[src/rtl/mac_operand_feeder.sv]
// Operand sequencer for the 9-lane MAC datapath: stages beats, owns the saturated
// pre_output feedback and buffers finished results. Optional macro: MAC_FEEDER_SATCNT_EN.
module mac_operand_feeder #(
  parameter int PASSES = 4
) (
  input  logic        clk,
  input  logic        reset,
  input  logic        in_valid,
  output logic        in_ready,
  input  logic [71:0] in_act,
  input  logic [71:0] in_wgt,
  input  logic [15:0] in_bias,
  output logic [71:0] mac_a,
  output logic [71:0] mac_b,
  output logic [15:0] mac_bias,
  output logic [12:0] mac_pre,
  input  logic [13:0] mac_out,
  output logic        out_valid,
  input  logic        out_ready,
  output logic [12:0] out_data,
  output logic        out_sat,
  output logic        busy
`ifdef MAC_FEEDER_SATCNT_EN
  ,
  output logic [15:0] sat_count
`endif
);

  localparam int PW = (PASSES > 1) ? $clog2(PASSES) : 1;

  typedef enum logic {IDLE, RUN} state_e;

  typedef struct packed {
    logic [12:0] data;
    logic        sat;
  } result_t;

  state_e        state_q, state_d;
  logic          stage_v;
  logic          accept;
  logic [71:0]   mac_a_q, mac_b_q;
  logic [15:0]   mac_bias_q;
  logic [PW-1:0] pcnt_q;
  logic          stage_last_q;
  logic [12:0]   pre_q;
  logic          sat_acc_q;
  logic [12:0]   sat_val;
  logic          sat_hit;
  logic          push, pop;
  result_t       fifo_q [2];
  logic          wr_ptr_q, rd_ptr_q;
  logic [1:0]    count_q;

  assign accept = in_valid & in_ready;

  // FSM: state register
  always_ff @(posedge clk) begin
    // NOTE: sequential state always uses non-blocking assignment so every flop
    // samples pre-edge values regardless of process ordering.
    if (!reset) state_q <= IDLE;
    else        state_q <= state_d;
  end

  // FSM: next state
  always_comb begin
    // NOTE: defaulting every combinational output first prevents latch inference.
    state_d = state_q;
    case (state_q)
      IDLE: if (accept)  state_d = RUN;
      RUN:  if (!accept) state_d = IDLE;
    endcase
  end

  // FSM: outputs
  always_comb begin
    stage_v = (state_q == RUN);
  end

  // Stage register and pass counter; bias only enters on the first pass of a group
  always_ff @(posedge clk) begin
    if (!reset) begin
      mac_a_q      <= '0;
      mac_b_q      <= '0;
      mac_bias_q   <= '0;
      pcnt_q       <= '0;
      stage_last_q <= 1'b0;
    end else if (accept) begin
      mac_a_q      <= in_act;
      mac_b_q      <= in_wgt;
      mac_bias_q   <= (pcnt_q == '0) ? in_bias : '0;
      stage_last_q <= (pcnt_q == PW'(PASSES - 1));
      pcnt_q       <= (pcnt_q == PW'(PASSES - 1)) ? '0 : pcnt_q + PW'(1);
    end
  end

  // Clamp the 14-bit datapath result into 13-bit signed range
  always_comb begin
    sat_hit = mac_out[13] ^ mac_out[12];
    case (mac_out[13:12])
      2'b01:   sat_val = 13'h0FFF;
      2'b10:   sat_val = 13'h1000;
      default: sat_val = mac_out[12:0];
    endcase
  end

  assign push = stage_v & stage_last_q;
  assign pop  = out_valid & out_ready;

  always_ff @(posedge clk) begin
    if (!reset) begin
      pre_q     <= '0;
      sat_acc_q <= 1'b0;
    end else if (stage_v) begin
      if (stage_last_q) begin
        pre_q     <= '0;
        sat_acc_q <= 1'b0;
      end else begin
        pre_q     <= sat_val;
        sat_acc_q <= sat_acc_q | sat_hit;
      end
    end
  end

  // Two-entry result FIFO; push into a full FIFO only happens alongside a pop
  always_ff @(posedge clk) begin
    if (!reset) begin
      // NOTE: the storage is tiny and out_data must read 0 after reset, so it is
      // reset here; larger memories would normally be left unreset.
      for (int i = 0; i < 2; i++) fifo_q[i] <= '0;
      wr_ptr_q <= 1'b0;
      rd_ptr_q <= 1'b0;
      count_q  <= '0;
    end else begin
      if (push) begin
        fifo_q[wr_ptr_q] <= '{data: sat_val, sat: sat_acc_q | sat_hit};
        wr_ptr_q         <= ~wr_ptr_q;
      end
      if (pop) rd_ptr_q <= ~rd_ptr_q;
      case ({push, pop})
        2'b10:   count_q <= count_q + 2'd1;
        2'b01:   count_q <= count_q - 2'd1;
        default: count_q <= count_q;
      endcase
    end
  end

  // Reserve a FIFO slot for a staged final beat so no result can be dropped
  assign in_ready  = reset & (({1'b0, count_q} + {2'b00, push}) < 3'd2);
  assign out_valid = (count_q != '0);
  assign out_data  = fifo_q[rd_ptr_q].data;
  assign out_sat   = fifo_q[rd_ptr_q].sat;
  assign mac_a     = mac_a_q;
  assign mac_b     = mac_b_q;
  assign mac_bias  = mac_bias_q;
  assign mac_pre   = pre_q;
  assign busy      = stage_v | (pcnt_q != '0) | (pre_q != '0);

`ifdef MAC_FEEDER_SATCNT_EN
  logic [15:0] sat_cnt_q;

  always_ff @(posedge clk) begin
    if (!reset)                                         sat_cnt_q <= '0;
    else if (stage_v && sat_hit && sat_cnt_q != 16'hFFFF) sat_cnt_q <= sat_cnt_q + 16'd1;
  end

  assign sat_count = sat_cnt_q;
`endif

endmodule

[config.mk]
export PLATFORM = sky130hd
export DESIGN_NAME = mac_operand_feeder
export DESIGN_NICKNAME = d
export VERILOG_FILES = /design/src/rtl/mac_operand_feeder.sv
export SDC_FILE = /design/constraint.sdc
export NUM_CORES = 1
export LEC_CHECK = 0
export ABC_AREA = 1
export BUFFER_PORTS_ARGS = -buffer_cell sky130_fd_sc_hd__buf_4
export CELL_PAD_IN_SITES_DETAIL_PLACEMENT = 0
export CELL_PAD_IN_SITES_GLOBAL_PLACEMENT = 1
export CORE_MARGIN = 5
export CORE_UTILIZATION = 33
export CTS_CLUSTER_SIZE = 16
export DETAILED_ROUTE_END_ITERATION = 7
export PLACE_DENSITY = 0.85
export SLEW_MARGIN = 20
export SYNTH_ARGS = -nofsm -noshare
export SYNTH_HDL_FRONTEND = slang
export SYNTH_SLANG_ARGS = --single-unit
[constraint.sdc]
create_clock -name clk -period 2.12 [get_ports clk]
set_input_delay 0.106 -clock clk [delete_from_list [all_inputs] [get_ports clk]]
set_output_delay 0.106 -clock clk [all_outputs]
set_load 0.05 [all_outputs]
* Yosys cells after proc, flatten, opt, wreduce, memory -nomap -nowiden
Memories as Yosys holds them, arrays and structs flattened. A register that Yosys moved wholly into a read port is not among the register bits.
Index checks and enable logic that the tools add are counted.
** Storage, ports and cells
- Register bits :: 182
- Output and inout port bits :: 190
- Memory bits (writable) :: 28
- Memories kept :: 1
- Input port bits :: 178
** Memory list
- fifo_q :: depth 2, bits a word 14, read ports 1, clocked after Yosys merged registers in 1, wr ports 2, RTL line 50 : result_t fifo_q [2];
** Operators by class
- Mux-type cells :: 16
- Bitwise operators :: 10
- $add $sub $neg :: 4
- Eq/ne operators :: 5
- Order comparisons :: 1
- Reductions and logical operators :: 6
** Operators by type and width (number)
- $pmux W13 S2 :: 1
- $mux W16 :: 1
- $mux W14 :: 1
- $reduce_or A14 Y1 :: 1
- $mux W13 :: 1
- $reduce_bool A13 Y1 :: 1
- $mux W1 :: 10
- $eq A2 B2 Y1 const B :: 3
- $reduce_bool A2 Y1 :: 3
- $add A2 B1 Y2 const B :: 2
- $and A1 B1 Y1 :: 4
- $eq A2 B1 Y1 const B :: 2
- $pmux W2 S2 :: 1
- $add A2 B1 Y3 :: 1
- $lt A3 B2 Y1 const B :: 1
- $or A1 B1 Y1 :: 3
- $logic_not A2 Y1 :: 1
- $mux W2 :: 1
- $not A1 Y1 :: 2
- $sub A2 B1 Y2 const B :: 1
- $xor A1 B1 Y1 :: 1

* Longest topological paths before layout
Gate-level depths: netlist (run 1).
- Depth after elaboration :: 6
- Gate-level depth with buffers :: 11
- Gate-level depth less buffers :: 11

* Least setup slack after synthesis (run 1)
No wires, ideal clock.
- Path type :: reg2reg
- From :: register count_q[1]
- To :: register count_q[1]
- Setup time :: 0.113 ns
- Required time :: 2.007 ns
- Period minus slack after synthesis :: 1.731 ns
- Arrival :: 1.618 ns
- Cell stages (with the launch flop) :: 10
- Setup slack :: 0.389 ns
- Cell sequence :: dfxtp_1 > inv_1 > nand2_1 > nand2_1 > inv_1 > ha_1 > a21oi_1 > nand2_1 > nor2_1 > nor2_1
** On the way
- Cells in the longest elaborated chain, start to end :: 4
- Elaborated cells between the ends (all ways) :: 8
** RTL lines
- start: declaration :: RTL line 52 : logic [1:0] count_q;
- start signal: assignment :: RTL line 140 : 2'b10: count_q <= count_q + 2'd1;
- start signal: assignment :: RTL line 141 : 2'b01: count_q <= count_q - 2'd1;
- start signal: assignment :: RTL line 142 : default: count_q <= count_q;
- $reduce_bool A2 Y1 * :: RTL line 149 : assign out_valid = (count_q != '0);
- net out_valid :: RTL line 18 : output logic out_valid,
- $and A1 B1 Y1 * :: RTL line 107 : assign pop = out_valid & out_ready;
- net pop :: RTL line 49 : logic push, pop;
- $eq A2 B1 Y1 or $eq A2 B2 Y1 (tied branches) :: RTL line 139 : case ({push, pop})
- $pmux W2 S2 or $reduce_bool A2 Y1 (tied branches)
Mark *: on every way through the listed nets, which the timed path passes. The rest lies on a longest branch.
A chain may end at the register's enable or synchronous reset.

* Worst setup path after layout (run 1)
- From :: register pcnt_q[0]
- To :: output port busy
** On the way
- Cells in the longest elaborated chain, start to end :: 3
** RTL lines
- start: declaration :: RTL line 43 : logic [PW-1:0] pcnt_q;
- start signal: assignment :: RTL line 92 : pcnt_q <= (pcnt_q == PW'(PASSES - 1)) ? '0 : pcnt_q + PW'(1);
- $reduce_bool A2 Y1 :: RTL line 156 : assign busy = stage_v | (pcnt_q != '0) | (pre_q != '0);
- $or A1 B1 Y1 (2 in series) :: RTL line 156
- end: declaration :: RTL line 22 : output logic busy
Every way passes these cells.

==> flow_summary.ini, run 1 <==
[timing]
grt_setup_unrepaired = false
slew-limit-headroom_pct = 57.3
setup_viol = 0
layout_min_cycle_time_ns = 1.89
max_freq_mhz = 529
worst_pin_slew_ns = 0.639
drv_slew = 0
hold_viol_final = 0
setup_tns_ns = 0
hold-worst-slack_ns = 0.0273
finalCritPeriodShare_pct = 89.1
fin_worst_skew_ns = 0.00805
fin_ws_ns = 0.231

[global_route]
grt_max_degree = 139
grt_first_pass_wirelength_mm = 44.8
antenna_found_initial = 0
overflow = 0
grt.total_usage_pct = 17.4
grt_pass1_vias = 8889

[detailed_routing]
ant_nets = 0
drt-initial-drc-count = 421
dr.pass1.iters = 4
drc_errors = 0
viasPerCell = 4.18
routed-via-count = 9121
post_drt_wl_per_cell_um = 13.0
routed_wl_mm = 28.4

[worst_setup_path]
worstPathCellList = inv_1 -> ha_1 -> nand4_1 -> or2_2 -> buf_4
max_stage_delay_ns = 0.32
cp_slowest_cell = dfxtp_1
critical_path_class = reg2out
required_ns = 2.01
crit_fanout = 3
arrival_ns = 1.78
startpoint_type = register
endpoint_kind = primary output

[min_path]
holdCritPathClass = in2reg

[cts]
path_clk_slew_ns = 0.06
cts_root_buf = clkbuf_16
numClockSinks = 211
cts_buffer_depth = 3
numCtsBuffers = 25
ctsHtreeMaxLevel = 1
cts_resized = 0
post_cts_buffers = 0
cts-hold-fix-buffers = 173
cts_tree = done
clk_latency_ns = 0.51

[floorplan]
die_w_um = 175
die_height_um = 175
num_rows = 60
start_util_pct = 33.5
pin_count = 368
core-area_um2 = 27000
die_area_um2 = 30700

[power]
power.total_mw = 11.2
p_leak_nw = 7.78
peakVddDrop_v = 0.000548
powerDensity_nw_per_um2 = 771

[final_layout]
nets = 2005
mostFrequentLayoutCell = nand2_1
instances_no_fill = 2181
insertedDiodeCount = 0
drive_gt1_share_pct = 23.8
area_delta_synth_final_pct = 61.1
fin_util_pct = 53.9
final_cell_mix = nand2_1, buf_4, nor2_1
design_area_um2 = 14500
fill_cells = 2477

[synthesis]
ys_seq_elements = 211
synth_edf_count = 28
yosysSeqAreaShare_pct = 49.9
synth_top_flop_cell = dfxtp_1
ys_warn_count = 0
synth_cells = 1308
synth-adder-area-share_pct = 0.694
yosys-mux-area-fraction_pct = 1.75
syn_area_per_cell_um2 = 6.90
synth_xor_area_share_pct = 0.0971
synthSimpleGateAreaFrac_pct = 32.8
synth_nets = 1491
synth_area_um2 = 9020
async_flop_share_pct = 0
synth_cell_types = 22
synth_top_family_by_area = simple AND/OR/NAND/NOR gates
synth_compound_area_share_pct = 1.83

[placement]
gp_congestion = 0.781
place_ws_ns = 0.475
dp_hpwl_mm = 19.2
port_buffers = 367
dp_cells = 1963
dpl-instance-area_um2 = 12000

[flow_run]
drv_cap = 0

[outcome]
status = finished clean
## routing by layer
layer | share of wire (%) | vias to the layer above | track usage, %
met5 | 0 | - | 0
met4 | 3.0 | 0 | 5.14
met3 | 7.8 | 48 | 5.02
met2 | 49 | 262 | 31.3
met1 | 40 | 3975 | 20.2
li1 | - | 4836 | -
## cells in the mapped netlist, types with 3 or more instances
cell type	instances	area share (%)
buf_2	29	1.6
a21oi_1	30	1.7
inv_1	208	8.7
o21ai_0	3	0.17
edfxtp_1	28	9.3
clkbuf_1	26	1.1
mux2_2	14	1.7
dfxtp_1	183	41
buf_6	10	1.2
nor2_1	327	14
nand2_1	416	17
ha_1	5	0.69
nand4_1	17	1.2
## power by group
| part | leakage, nW | switching [mW] | internal (mW) | total [mW] |
|---|---|---|---|---|
| clock | 0.396 | 1.64 | 2.54 | 4.18 |
| sequential | 1.80 | 0.129 | 4.30 | 4.43 |
| combinational | 5.59 | 1.61 | 0.983 | 2.59 |
| total | 7.78 | 3.38 | 7.82 | 11.2 |
## cell type report
type | count | area [um^2] | area share [%]
multi-input combinational | 819 | 3350 | 23.1
clock inverter | 4 | 48.8 | 0.336
timing repair buffer | 556 | 4660 | 32.1
tap | 341 | 427 | 2.94
inverter | 209 | 785 | 5.40
clock buffer | 41 | 756 | 5.20
sequential | 211 | 4500 | 31.0
## worst max-delay path, delay by kind of cell (launching register included)
kind | cells | cell delay (ns)
DFF | 1 | 0.32
buffers and inverters | 2 | 0.27
adders and majority gates | 1 | 0.27
and+or+nand+nor | 2 | 0.41
## kinds of logic after synthesis
| group | count (synthesis) |
|---|---|
| AO/OA/AOI/OAI | 33 |
| XOR/XNOR | 1 |
| adder cells (fa/ha/maj) | 5 |
| buffers and inverters | 278 |
| flip-flops | 211 |
| multiplexers | 14 |
| AND/OR/NAND/NOR | 766 |
## final timing paths
check	endpoint	depth (start not counted)	slack [ns]	start
worst max-delay path	busy	5	0.23	pcnt_q[0]
worst min-delay path	fifo_q[0][10]	3	0.03	mac_out[9]
worst max register to register	fifo_q[1][0]	5	0.48	stage_last_q
worst min register to register	wr_ptr_q	2	0.47	wr_ptr_q
## registers in the layout, indices dropped and copies added (netlist names), named ones only
register	cells
wr_ptr_q	1
count_q	2
sat_acc_q	1
stage_v	1
mac_pre	13
stage_last_q	1
mac_b	72
pcnt_q	2
fifo_q	28
rd_ptr_q	1
mac_a	72
mac_bias	16
Note: power is estimated with default switching activity, not from simulation.
==> run 2, diff against run 1 <==
--- a/config.mk
+++ b/config.mk
@@ -10,10 +10,10 @@
 export CELL_PAD_IN_SITES_DETAIL_PLACEMENT = 0
 export CELL_PAD_IN_SITES_GLOBAL_PLACEMENT = 1
 export CORE_MARGIN = 5
-export CORE_UTILIZATION = 33
+export CORE_UTILIZATION = 30
 export CTS_CLUSTER_SIZE = 16
 export DETAILED_ROUTE_END_ITERATION = 7
-export PLACE_DENSITY = 0.85
+export PLACE_DENSITY = 0.82
 export SLEW_MARGIN = 20
 export SYNTH_ARGS = -nofsm -noshare
 export SYNTH_HDL_FRONTEND = slang
==> constraint.sdc (replaced) <==
create_clock -name clk -period 1.64 [get_ports clk]
set_input_delay 0.082 -clock clk [delete_from_list [all_inputs] [get_ports clk]]
set_output_delay 0.082 -clock clk [all_outputs]
set_load 0.05 [all_outputs]
==> flow_summary.ini, run 2 (synthesis gave the netlist of run 1 again) <==
[min_path]
hold_start = mac_out[12]
holdCritPathClass = in2reg
worst_hold_path.num_cells = 5
holdPathEnd = fifo_q[0][13]

[cts]
cts_buffer_depth = 3
clk_latency_ns = 0.52
ctsHtreeMaxLevel = 1
numClockSinks = 211
cts_tree = done
numCtsBuffers = 26
cts_root_buf = clkbuf_16
path_clk_slew_ns = 0.06

[timing]
worst_pin_slew_ns = 0.481
layout_min_cycle_time_ns = 1.62
setup_viol = 0
grt_setup_unrepaired = true
hold_viol_final = 0
fin_ws_ns = 0.0181
finalCritPeriodShare_pct = 98.9
fin_worst_skew_ns = 0.00555
drv_slew = 0
max_freq_mhz = 617
slew-limit-headroom_pct = 67.9

[final_layout]
instances_no_fill = 2246
nets = 2020
final_cell_mix = nand2_1, buf_4, nor2_1
drive_gt1_share_pct = 25.0
mostFrequentLayoutCell = nand2_1
area_delta_synth_final_pct = 66.8

[worst_setup_path]
startpoint_type = register
cp_top_family = flip-flops
timing.rr.start = count_q[1]
worstPathCellList = inv_2 -> ha_4 -> nand4_1 -> or2_4 -> buf_8
r2r-end = count_q[1]
max_stage_delay_ns = 0.32
required_ns = 1.56
r2r_slack_ns = 0.21
worst-path-buf-inv = 2
rr_worst_depth = 10
endpoint_kind = primary output
critical_path_class = reg2out
crit_cells = 5
cp_slowest_cell = dfxtp_2
arrival_ns = 1.54
crit_fanout = 2

[outcome]
status = finished clean

[power]
power.total_mw = 14.5
peakVddDrop_v = 0.000782
p_leak_nw = 7.98
powerDensity_nw_per_um2 = 964

[detailed_routing]
viasPerCell = 4.14
routed_wl_mm = 29.2
highest_layer = met4
routed-via-count = 9292
drc_errors = 0
post_drt_wl_per_cell_um = 13.0
wl_met2_mm = 14.3
drt-initial-drc-count = 305
dr_wl_met3_mm = 2.12
dr.pass1.iters = 4
ant_nets = 0
wirelength_met1_mm = 11.6

[global_route]
grt_first_pass_wirelength_mm = 46.6
antenna_found_initial = 0
grt.total_usage_pct = 16.6
overflow = 0
grt_max_degree = 93
grt_pass1_vias = 9401

[floorplan]
core-area_um2 = 29600
die_area_um2 = 33600
num_rows = 63
die_w_um = 183
start_util_pct = 30.4
pin_count = 368
die_height_um = 183

[placement]
port_buffers = 367
place_ws_ns = 0.158
gp_congestion = 0.790
dp_hpwl_mm = 19.7
dp_cells = 2021

[flow_run]
drv_cap = 0
## run 2: power breakdown
group	switching (mW)	internal, mW	leakage [nW]
clock network	2.15	3.12	0.391
registers	0.175	5.56	1.80
logic	2.11	1.39	5.79
## run 2: how the worst max path moves through the flow
stage | endpoint | from | slack [ns]
detailed placement | count_q[1] | count_q[1] | 0.16
global route | busy | pcnt_q[1] | -0.05
floorplan | fifo_q[0][0] | stage_v | 0.02
global placement | count_q[1] | count_q[1] | 0.23
CTS | out_sat | register | -0.03
finish | busy | pcnt_q[1] | 0.02
## run 2: per-stage QoR
stage | util, % | instance area, um^2 | setup TNS, ns | hold slack (ns)
2_1_floorplan | - | 9020 | 0 | 0.217
6_report | 50.8 | 15000 | 0 | 0.0894
3_3_place_gp | 41.3 | 12200 | 0 | 0.301
3_5_place_dp | 41.3 | 12200 | 0 | 0.309
5_1_grt | 50.8 | 15000 | -0.217 | 0.136
4_1_cts | 50.7 | 15000 | -0.185 | 0.0563
## run 2: final cells by class
class	count	area, um^2
Inverter	209	785
Sequential cell	211	4520
Antenna cell	2	5.00
Timing Repair Buffer	570	5040
Clock inverter	7	35.0
Multi-Input combinational cell	819	3430
Fill cell	2802	14600
Tap cell	390	488
Clock buffer	38	747
## run 2: worst reg2reg max path: cells and delay by family, from the launching register on
family	cells	cell delay [ns]
fa+ha+maj	1	0.31
compound gates	1	0.13
simple gates	6	0.42
buf+inv	2	0.15
flops	1	0.34
## run 2: layer usage
layer,GRT usage [%],vias to the layer above
li1,-,4868
met3,4.09,71
met5,0,-
met2,29.1,289
met1,19.5,4064
met4,6.35,0
## run 2: timing repair
action / 4_1_cts / 5_1_grt
setup buffers: 0 / 1
hold endpoints to repair: 201 / 0
cloned: 1 / 0
pin swaps: 3 / 3
hold buffers: 176 / 0
endpoints found under the setup margin: 16 / 17
gates resized for setup: 61 / 7
